**src/rtl/ring_osc_ctrl_pkg.sv**
```systemverilog
// Shared types and default sizing for the ring oscillator sequencer.
// Imported by the top level and the edge synchroniser.
package ring_osc_ctrl_pkg;

    typedef enum logic [1:0] {
        IDLE,
        WARMUP,
        MEASURE,
        DONE
    } state_e;

    localparam int CNT_W_DEF       = 16;
    localparam int GATE_W_DEF      = 16;
    localparam int SETTLE_DEF      = 32;
    localparam int SYNC_STAGES_DEF = 2;

    function automatic int max_i(input int a, input int b);
        return (a > b) ? a : b;
    endfunction

endpackage

```
**src/rtl/ring_edge_sync.sv**
```systemverilog
// Synchronises the asynchronous ring output into clk and
// emits a one-cycle pulse on each synchronised rising edge.
module ring_edge_sync
    import ring_osc_ctrl_pkg::*;
#(
    parameter int STAGES = SYNC_STAGES_DEF
) (
    input  logic clk,
    input  logic rst_n,
    input  logic i_async,
    output logic o_rise
);

    logic [STAGES-1:0] r_sync;
    logic              r_prev;

    always_ff @(posedge clk or negedge rst_n) begin
        if (!rst_n) begin
            r_sync <= '0;
            r_prev <= 1'b0;
        end else begin
            r_sync <= {r_sync[STAGES-2:0], i_async};
            r_prev <= r_sync[STAGES-1];
        end
    end

    assign o_rise = r_sync[STAGES-1] & ~r_prev;

endmodule

```
**src/rtl/ring_osc_ctrl.sv**
```systemverilog
// Ring oscillator sequencer: start, settle, then count ring edges
// over a programmable gate of clk cycles and publish the result.
module ring_osc_ctrl
    import ring_osc_ctrl_pkg::*;
#(
    parameter int CNT_W       = CNT_W_DEF,
    parameter int GATE_W      = GATE_W_DEF,
    parameter int SETTLE      = SETTLE_DEF,
    parameter int SYNC_STAGES = SYNC_STAGES_DEF
) (
    input  logic              clk,
    input  logic              rst_n,
    input  logic              start,
    input  logic              abort,
    input  logic              cont,
    input  logic [GATE_W-1:0] gate_len,
    input  logic              ring_clk,
    output logic              ring_rst_n,
    output logic              busy,
    output logic              done,
    output logic [CNT_W-1:0]  count,
    output logic              ovf
);

    localparam int TW = max_i(GATE_W, $clog2(SETTLE + 1));

    state_e             r_state;
    logic [TW-1:0]      r_tmr;
    logic [GATE_W-1:0]  r_gate;
    logic [CNT_W-1:0]   r_acc;
    logic               r_acc_ovf;

    logic               w_rise;
    logic               w_go;
    logic               w_tmr_zero;
    logic [TW-1:0]      w_rgate_m1;
    logic [TW-1:0]      w_igate_m1;
    logic [CNT_W-1:0]   w_acc_nxt;
    logic               w_ovf_nxt;

    ring_edge_sync #(
        .STAGES (SYNC_STAGES)
    ) u_sync (
        .clk     (clk),
        .rst_n   (rst_n),
        .i_async (ring_clk),
        .o_rise  (w_rise)
    );

    assign w_go       = start & ~abort;
    assign w_tmr_zero = (r_tmr == '0);
    assign w_rgate_m1 = TW'(r_gate) - TW'(1);
    assign w_igate_m1 = TW'(gate_len) - TW'(1);

    // Saturating accumulate; an edge at all-ones only flags overflow
    always_comb begin
        w_acc_nxt = r_acc;
        w_ovf_nxt = r_acc_ovf;
        if (w_rise) begin
            if (&r_acc) begin
                w_ovf_nxt = 1'b1;
            end else begin
                w_acc_nxt = r_acc + CNT_W'(1);
            end
        end
    end

    always_ff @(posedge clk or negedge rst_n) begin
        if (!rst_n) begin
            r_state    <= IDLE;
            r_tmr      <= '0;
            r_gate     <= '0;
            r_acc      <= '0;
            r_acc_ovf  <= 1'b0;
            ring_rst_n <= 1'b0;
            busy       <= 1'b0;
            done       <= 1'b0;
            count      <= '0;
            ovf        <= 1'b0;
        end else begin
            done <= 1'b0;
            if (abort && (r_state != IDLE)) begin
                r_state    <= IDLE;
                ring_rst_n <= 1'b0;
                busy       <= 1'b0;
            end else begin
                unique case (r_state)
                    IDLE: begin
                        if (w_go) begin
                            r_state    <= WARMUP;
                            r_tmr      <= TW'(SETTLE - 1);
                            r_gate     <= gate_len;
                            ring_rst_n <= 1'b1;
                            busy       <= 1'b1;
                        end
                    end
                    WARMUP: begin
                        if (!w_tmr_zero) begin
                            r_tmr <= r_tmr - TW'(1);
                        end else if (r_gate == '0) begin
                            r_state   <= DONE;
                            r_acc     <= '0;
                            r_acc_ovf <= 1'b0;
                            done      <= 1'b1;
                            count     <= '0;
                            ovf       <= 1'b0;
                            busy      <= cont;
                        end else begin
                            r_state   <= MEASURE;
                            r_tmr     <= w_rgate_m1;
                            r_acc     <= '0;
                            r_acc_ovf <= 1'b0;
                        end
                    end
                    MEASURE: begin
                        r_acc     <= w_acc_nxt;
                        r_acc_ovf <= w_ovf_nxt;
                        if (w_tmr_zero) begin
                            r_state <= DONE;
                            done    <= 1'b1;
                            count   <= w_acc_nxt;
                            ovf     <= w_ovf_nxt;
                            busy    <= cont;
                        end else begin
                            r_tmr <= r_tmr - TW'(1);
                        end
                    end
                    DONE: begin
                        // Back-to-back mode keeps the ring running
                        if (!cont) begin
                            r_state    <= IDLE;
                            ring_rst_n <= 1'b0;
                            busy       <= 1'b0;
                        end else if (gate_len == '0) begin
                            r_gate    <= gate_len;
                            r_acc     <= '0;
                            r_acc_ovf <= 1'b0;
                            done      <= 1'b1;
                            count     <= '0;
                            ovf       <= 1'b0;
                            busy      <= 1'b1;
                        end else begin
                            r_state   <= MEASURE;
                            r_gate    <= gate_len;
                            r_tmr     <= w_igate_m1;
                            r_acc     <= '0;
                            r_acc_ovf <= 1'b0;
                            busy      <= 1'b1;
                        end
                    end
                    default: begin
                        r_state <= IDLE;
                    end
                endcase
            end
        end
    end

endmodule

```
**config.mk**
```make
export PLATFORM = sky130hd
export DESIGN_NAME = ring_osc_ctrl
export DESIGN_NICKNAME = d
export VERILOG_FILES = /design/src/rtl/ring_osc_ctrl_pkg.sv /design/src/rtl/ring_edge_sync.sv /design/src/rtl/ring_osc_ctrl.sv
export SDC_FILE = /design/constraint.sdc
export NUM_CORES = 1
export LEC_CHECK = 0
export CAP_MARGIN = 20
export CORE_MARGIN = 5
export CORE_UTILIZATION = 53
export CTS_CLUSTER_DIAMETER = 60
export DETAILED_ROUTE_END_ITERATION = 8
export PLACE_DENSITY = 0.77
export SLEW_MARGIN = 20
export SYNTH_ARGS = -nofsm -noshare
export SYNTH_HDL_FRONTEND = slang
export SYNTH_HIERARCHICAL = 1
export SYNTH_SLANG_ARGS = --single-unit
```
**constraint.sdc**
```tcl
create_clock -name clk -period 2.3 [get_ports clk]
set_input_delay 0.575 -clock clk [delete_from_list [all_inputs] [get_ports clk]]
set_output_delay 0.575 -clock clk [all_outputs]
set_load 0.02 [all_outputs]
```
==> impl_table.tex <==
\begin{tabular}{lr}
\hline
Metric & Value \\
\hline
\multicolumn{2}{l}{\textbf{Run status}} \\
\quad Run status & completed \\
\multicolumn{2}{l}{\textbf{Yosys}} \\
\quad Number of distinct library cells after synthesis & 67 \\
\quad Number of standard cells after synthesis & 515 \\
\quad Count of flip-flops with a built-in enable after synthesis & 0 \\
\quad Yosys warning total & 6 \\
\quad Portion of the post-synthesis area used by sequential elements & 39.5\% \\
\quad Synth Flop Type & dfrtp\_1 \\
\quad Netlist area before placement & 4680 um2 \\
\quad Async set or reset register ratio after synthesis & 100\% \\
\quad Biggest area consumer among synthesized cells & dfrtp\_1 \\
\quad Total nets after synthesis & 541 \\
\quad Leading post-synthesis cells by instance count & dfrtp\_1, o21ai\_0, nor2\_1 \\
\quad Post-Synthesis Mean Instance Area & 9.10 um2 \\
\quad Library cell with the highest instance count after synthesis & dfrtp\_1 \\
\quad Flops \& latches, synth & 74 \\
\quad Area fraction of the dominant cell type after synthesis & 39.5\% \\
\quad Biggest area contributors in the synthesized netlist & dfrtp\_1, mux2\_2, o21ai\_0 \\
\multicolumn{2}{l}{\textbf{Routing}} \\
\quad Remaining design rule violation count & 0 \\
\quad Via total after detailed routing & 4653 \\
\quad Drt initial violations & 384 \\
\quad Drt via density & 6.20 \\
\quad Detailed-router iteration count before antenna repair & 5 \\
\quad Final Routed Wirelength & 13700 um \\
\quad Antenna viol nets, final & 0 \\
\quad Avg WL per Cell & 18.3 um \\
\multicolumn{2}{l}{\textbf{Global route}} \\
\quad Number of antenna violations at the first check in global routing & 0 \\
\quad Pin count of the biggest net entering global routing & 49 \\
\quad Total global routing overflow & 0 \\
\quad Vias in the first global route & 4582 \\
\quad All-layer global routing usage & 23.9\% \\
\quad Wire length of the first global-routing pass & 21700 um \\
\multicolumn{2}{l}{\textbf{Run}} \\
\quad Max-capacitance violation count & 0 \\
\multicolumn{2}{l}{\textbf{CTS}} \\
\quad CTS tree & built \\
\quad Clock network latency to the later pin of the worst-skew pair & 0.36 ns \\
\quad TritonCTS buffer count & 9 \\
\quad Master cell of the clock root buffer & clkbuf\_8 \\
\quad Clock Tree Buf Depth & 2 \\
\quad Number of sinks on the clock net & 74 \\
\quad Clock edge transition at the registers on the reported setup and hold paths & 0.09 ns \\
\quad Hold-fix buffers at CTS & 0 \\
\quad \# H-tree levels & 3 \\
\multicolumn{2}{l}{\textbf{Timing}} \\
\quad Worst-case clock skew & 0.0127 ns \\
\quad Worst hold margin & 0.234 ns \\
\quad Final setup vio count & 0 \\
\quad Hold Fails Final Rpt & 0 \\
\quad Transition time at the pin with the least slew margin & 0.621 ns \\
\quad Period Utilization, post-route & 99.7\% \\
\quad Time the worst path needs with I/O delays and setup & 2.29 ns \\
\quad Maximum clock frequency & 0.436 GHz \\
\quad Max-slew violation count & 0 \\
\quad Relative max-transition margin & 58.6\% \\
\multicolumn{2}{l}{\textbf{Final layout}} \\
\quad Share of layout cells above drive strength 1 & 28.6\% \\
\quad Post-layout instance area & 6360 um2 \\
\quad Net total in the final layout & 664 \\
\quad Layout-stage area growth over the synthesis result & 35.8\% \\
\quad Number of diodes added for antenna fixing & 0 \\
\multicolumn{2}{l}{\textbf{Place}} \\
\quad Port bufs & 41 \\
\quad Detailed placer's ending HPWL & 9500 um \\
\quad Post-DP Area & 5830 um2 \\
\quad Final GP Congestion & 0.972 \\
\multicolumn{2}{l}{\textbf{Setup path}} \\
\quad Master of the slowest instance on the critical path & clkdlybuf4s50\_1 \\
\quad Cell breakdown of the critical path & clkdlybuf4s50\_1 > inv\_1 > ha\_4 > nor4bb\_4 > nand4\_1 > a21boi\_2 > a211o\_4 > buf\_12 > clkbuf\_16 > o21ai\_0 \\
\quad Maximum single-stage delay on the critical path & 0.49 ns \\
\quad Crit-path leading delay family & buffers and inverters \\
\quad Critical path capture point type & register \\
\quad Biggest fanout along the worst timing path & 11 \\
\quad Critical Path End & r\_tmr[6] \\
\quad Arrival time at the worst endpoint & 2.56 ns \\
\quad Crit. path cell count & 10 \\
\quad Start-to-end type of the worst setup path & input pin to register \\
\quad Worst reg2reg path endpoint & count[10] \\
\quad Number of buffer and inverter stages on the critical path & 4 \\
\quad Worst endpoint required time & 2.57 ns \\
\quad RR Startpoint & r\_gate[12] \\
\quad Reg2Reg Setup Slack & 0.06 ns \\
\quad Depth of the worst register-to-register path & 7 \\
\quad Critical path startpoint & gate\_len[1] \\
\quad Type of element launching the critical path & input pin \\
\multicolumn{2}{l}{\textbf{Floorplan}} \\
\quad Vertical extent of the die & 104 um \\
\quad Total core area & 8680 um2 \\
\quad I/O pin total & 42 \\
\quad Die Span X & 104 um \\
\quad Initial Utilization & 54.0\% \\
\quad Number of rows created at floorplan & 34 \\
\quad Area of the die & 10800 um2 \\
\multicolumn{2}{l}{\textbf{Power}} \\
\quad Power per cell area & 613 nW/um2 \\
\quad Max rail drop VDD & 449 uV \\
\quad Sum of internal, switching and leakage power & 3.90 mW \\
\quad Pleak & 2.64 nW \\
\multicolumn{2}{l}{\textbf{Hold path}} \\
\quad HP Class & input pin to asynchronous set/reset pin \\
\hline
\end{tabular}
metrics by stage:
stage / std cells / setup TNS [ns] / setup slack, ns / utilization (%)
finish: 751 / 0 / 0.00612 / 73.3
global route: 751 / -1.37 / -0.120 / 73.3
CTS: 740 / 0 / 0.00389 / 69.8
detailed placement: 722 / -15.20 / -0.528 / 67.2
global placement: 722 / -13.68 / -0.499 / 67.2
floorplan: 515 / 0 / 0.000465 / -
power breakdown:
group	switching, mW	leakage [nW]	internal, mW
Clock	0.528	0.0889	0.503
Sequential	0.180	0.958	1.44
Combinational	0.630	1.60	0.613
cell usage in the layout (no fill, tap or decap), types with 3 or more instances in the layout:
| cell type | Yosys | routed |
|---|---|---|
| buf_12 | 0 | 5 |
| or3_1 | 6 | 4 |
| clkinvlp_4 | 0 | 3 |
| o21ai_0 | 52 | 41 |
| o22ai_1 | 3 | 3 |
| mux2_1 | 9 | 9 |
| o21ai_1 | 0 | 11 |
| o221ai_1 | 3 | 3 |
| o21a_1 | 3 | 3 |
| nor2_1 | 51 | 50 |
| a21oi_1 | 22 | 22 |
| nor3_1 | 16 | 14 |
| a221oi_1 | 5 | 4 |
| or4_4 | 2 | 5 |
| mux2i_1 | 3 | 3 |
| nand2_1 | 43 | 42 |
| buf_6 | 1 | 3 |
| mux2_2 | 24 | 24 |
| o31ai_1 | 10 | 9 |
| inv_1 | 14 | 12 |
| buf_4 | 2 | 89 |
| nor2b_1 | 3 | 3 |
| nand4_1 | 13 | 13 |
| xnor2_1 | 13 | 12 |
| dfrtp_1 | 74 | 74 |
| nand3_1 | 14 | 13 |
| a31oi_1 | 3 | 3 |
| nor4_4 | 1 | 6 |
| nand2b_1 | 6 | 6 |
| nor4_1 | 10 | 8 |
| xor2_1 | 23 | 23 |
| dlygate4sd2_1 | 0 | 6 |
| a211oi_1 | 9 | 7 |
| clkbuf_8 | 0 | 9 |
| clkdlybuf4s50_1 | 0 | 32 |
| and3_1 | 5 | 5 |
worst min path at each step:
| stage | from | endpoint | slack [ns] | cells past startpoint |
|---|---|---|---|---|
| global placement | u_sync/r_sync[0] | u_sync/r_sync[1] | 0.33 | 0 |
| floorplan | rst_n | busy | 0.28 | 0 |
| detailed placement | u_sync/r_sync[0] | u_sync/r_sync[1] | 0.34 | 0 |
| global route | rst_n | r_acc[14] | 0.28 | 1 |
| finish | rst_n | ovf | 0.23 | 1 |
| CTS | rst_n | r_tmr[7] | 0.26 | 1 |
timing repair:
| item | 4_1_cts | 5_1_grt |
|---|---|---|
| resized for setup | 12 | 48 |
| pin swaps | 6 | 21 |
| endpoints found under the setup margin | 26 | 43 |
| cloned | 0 | 1 |
| setup buffers | 2 | 10 |
cell families (layout without fill, tap and decap cells):
logic type      Yosys count  count (layout)  share of synthesized area (%)
buf+inv                  40             168                           3.74
simple gates            194             194                           22.4
fa+ha+maj                 4               4                           1.07
compound gates          130             130                           17.6
mux                      37              37                           8.89
flops                    74              74                           39.5
xor+xnor                 36              36                           6.73
state kept, by name, summed over array words and instances, names as in the netlist:
name / flops
r_acc: 16
u_sync/r_sync: 2
u_sync/r_prev: 1
busy: 1
r_acc_ovf: 1
done: 1
r_gate: 16
r_state: 2
ring_rst_n: 1
r_tmr: 16
count: 16
ovf: 1
metal layers:
layer  global-route usage [%]  share of wire, %
met4                     11.2               4.2
met5                        0                 0
met1                     29.6                40
met3                     3.97               6.0
met2                     40.6                49
layout make-up:
class                           count  area [um2]
Fill cell                         614        2320
Sequential cell                    74        1850
Clock buffer                       10         128
Tap cell                          108         135
Inverter                           14        52.6
Timing Repair Buffer              138        1220
Multi-Input combinational cell    401        2900
Clock inverter                      6        66.3
worst reg2reg max path: stages (launching register included):
cell	delay [ns]
dfrtp_1	0.39
or4_4	0.57
nor4b_4	0.23
nand4_1	0.12
a2bb2oi_2	0.20
nor2_8	0.15
buf_12	0.14
mux2_2	0.33
No activity file was read; power rests on OpenSTA's default activity.
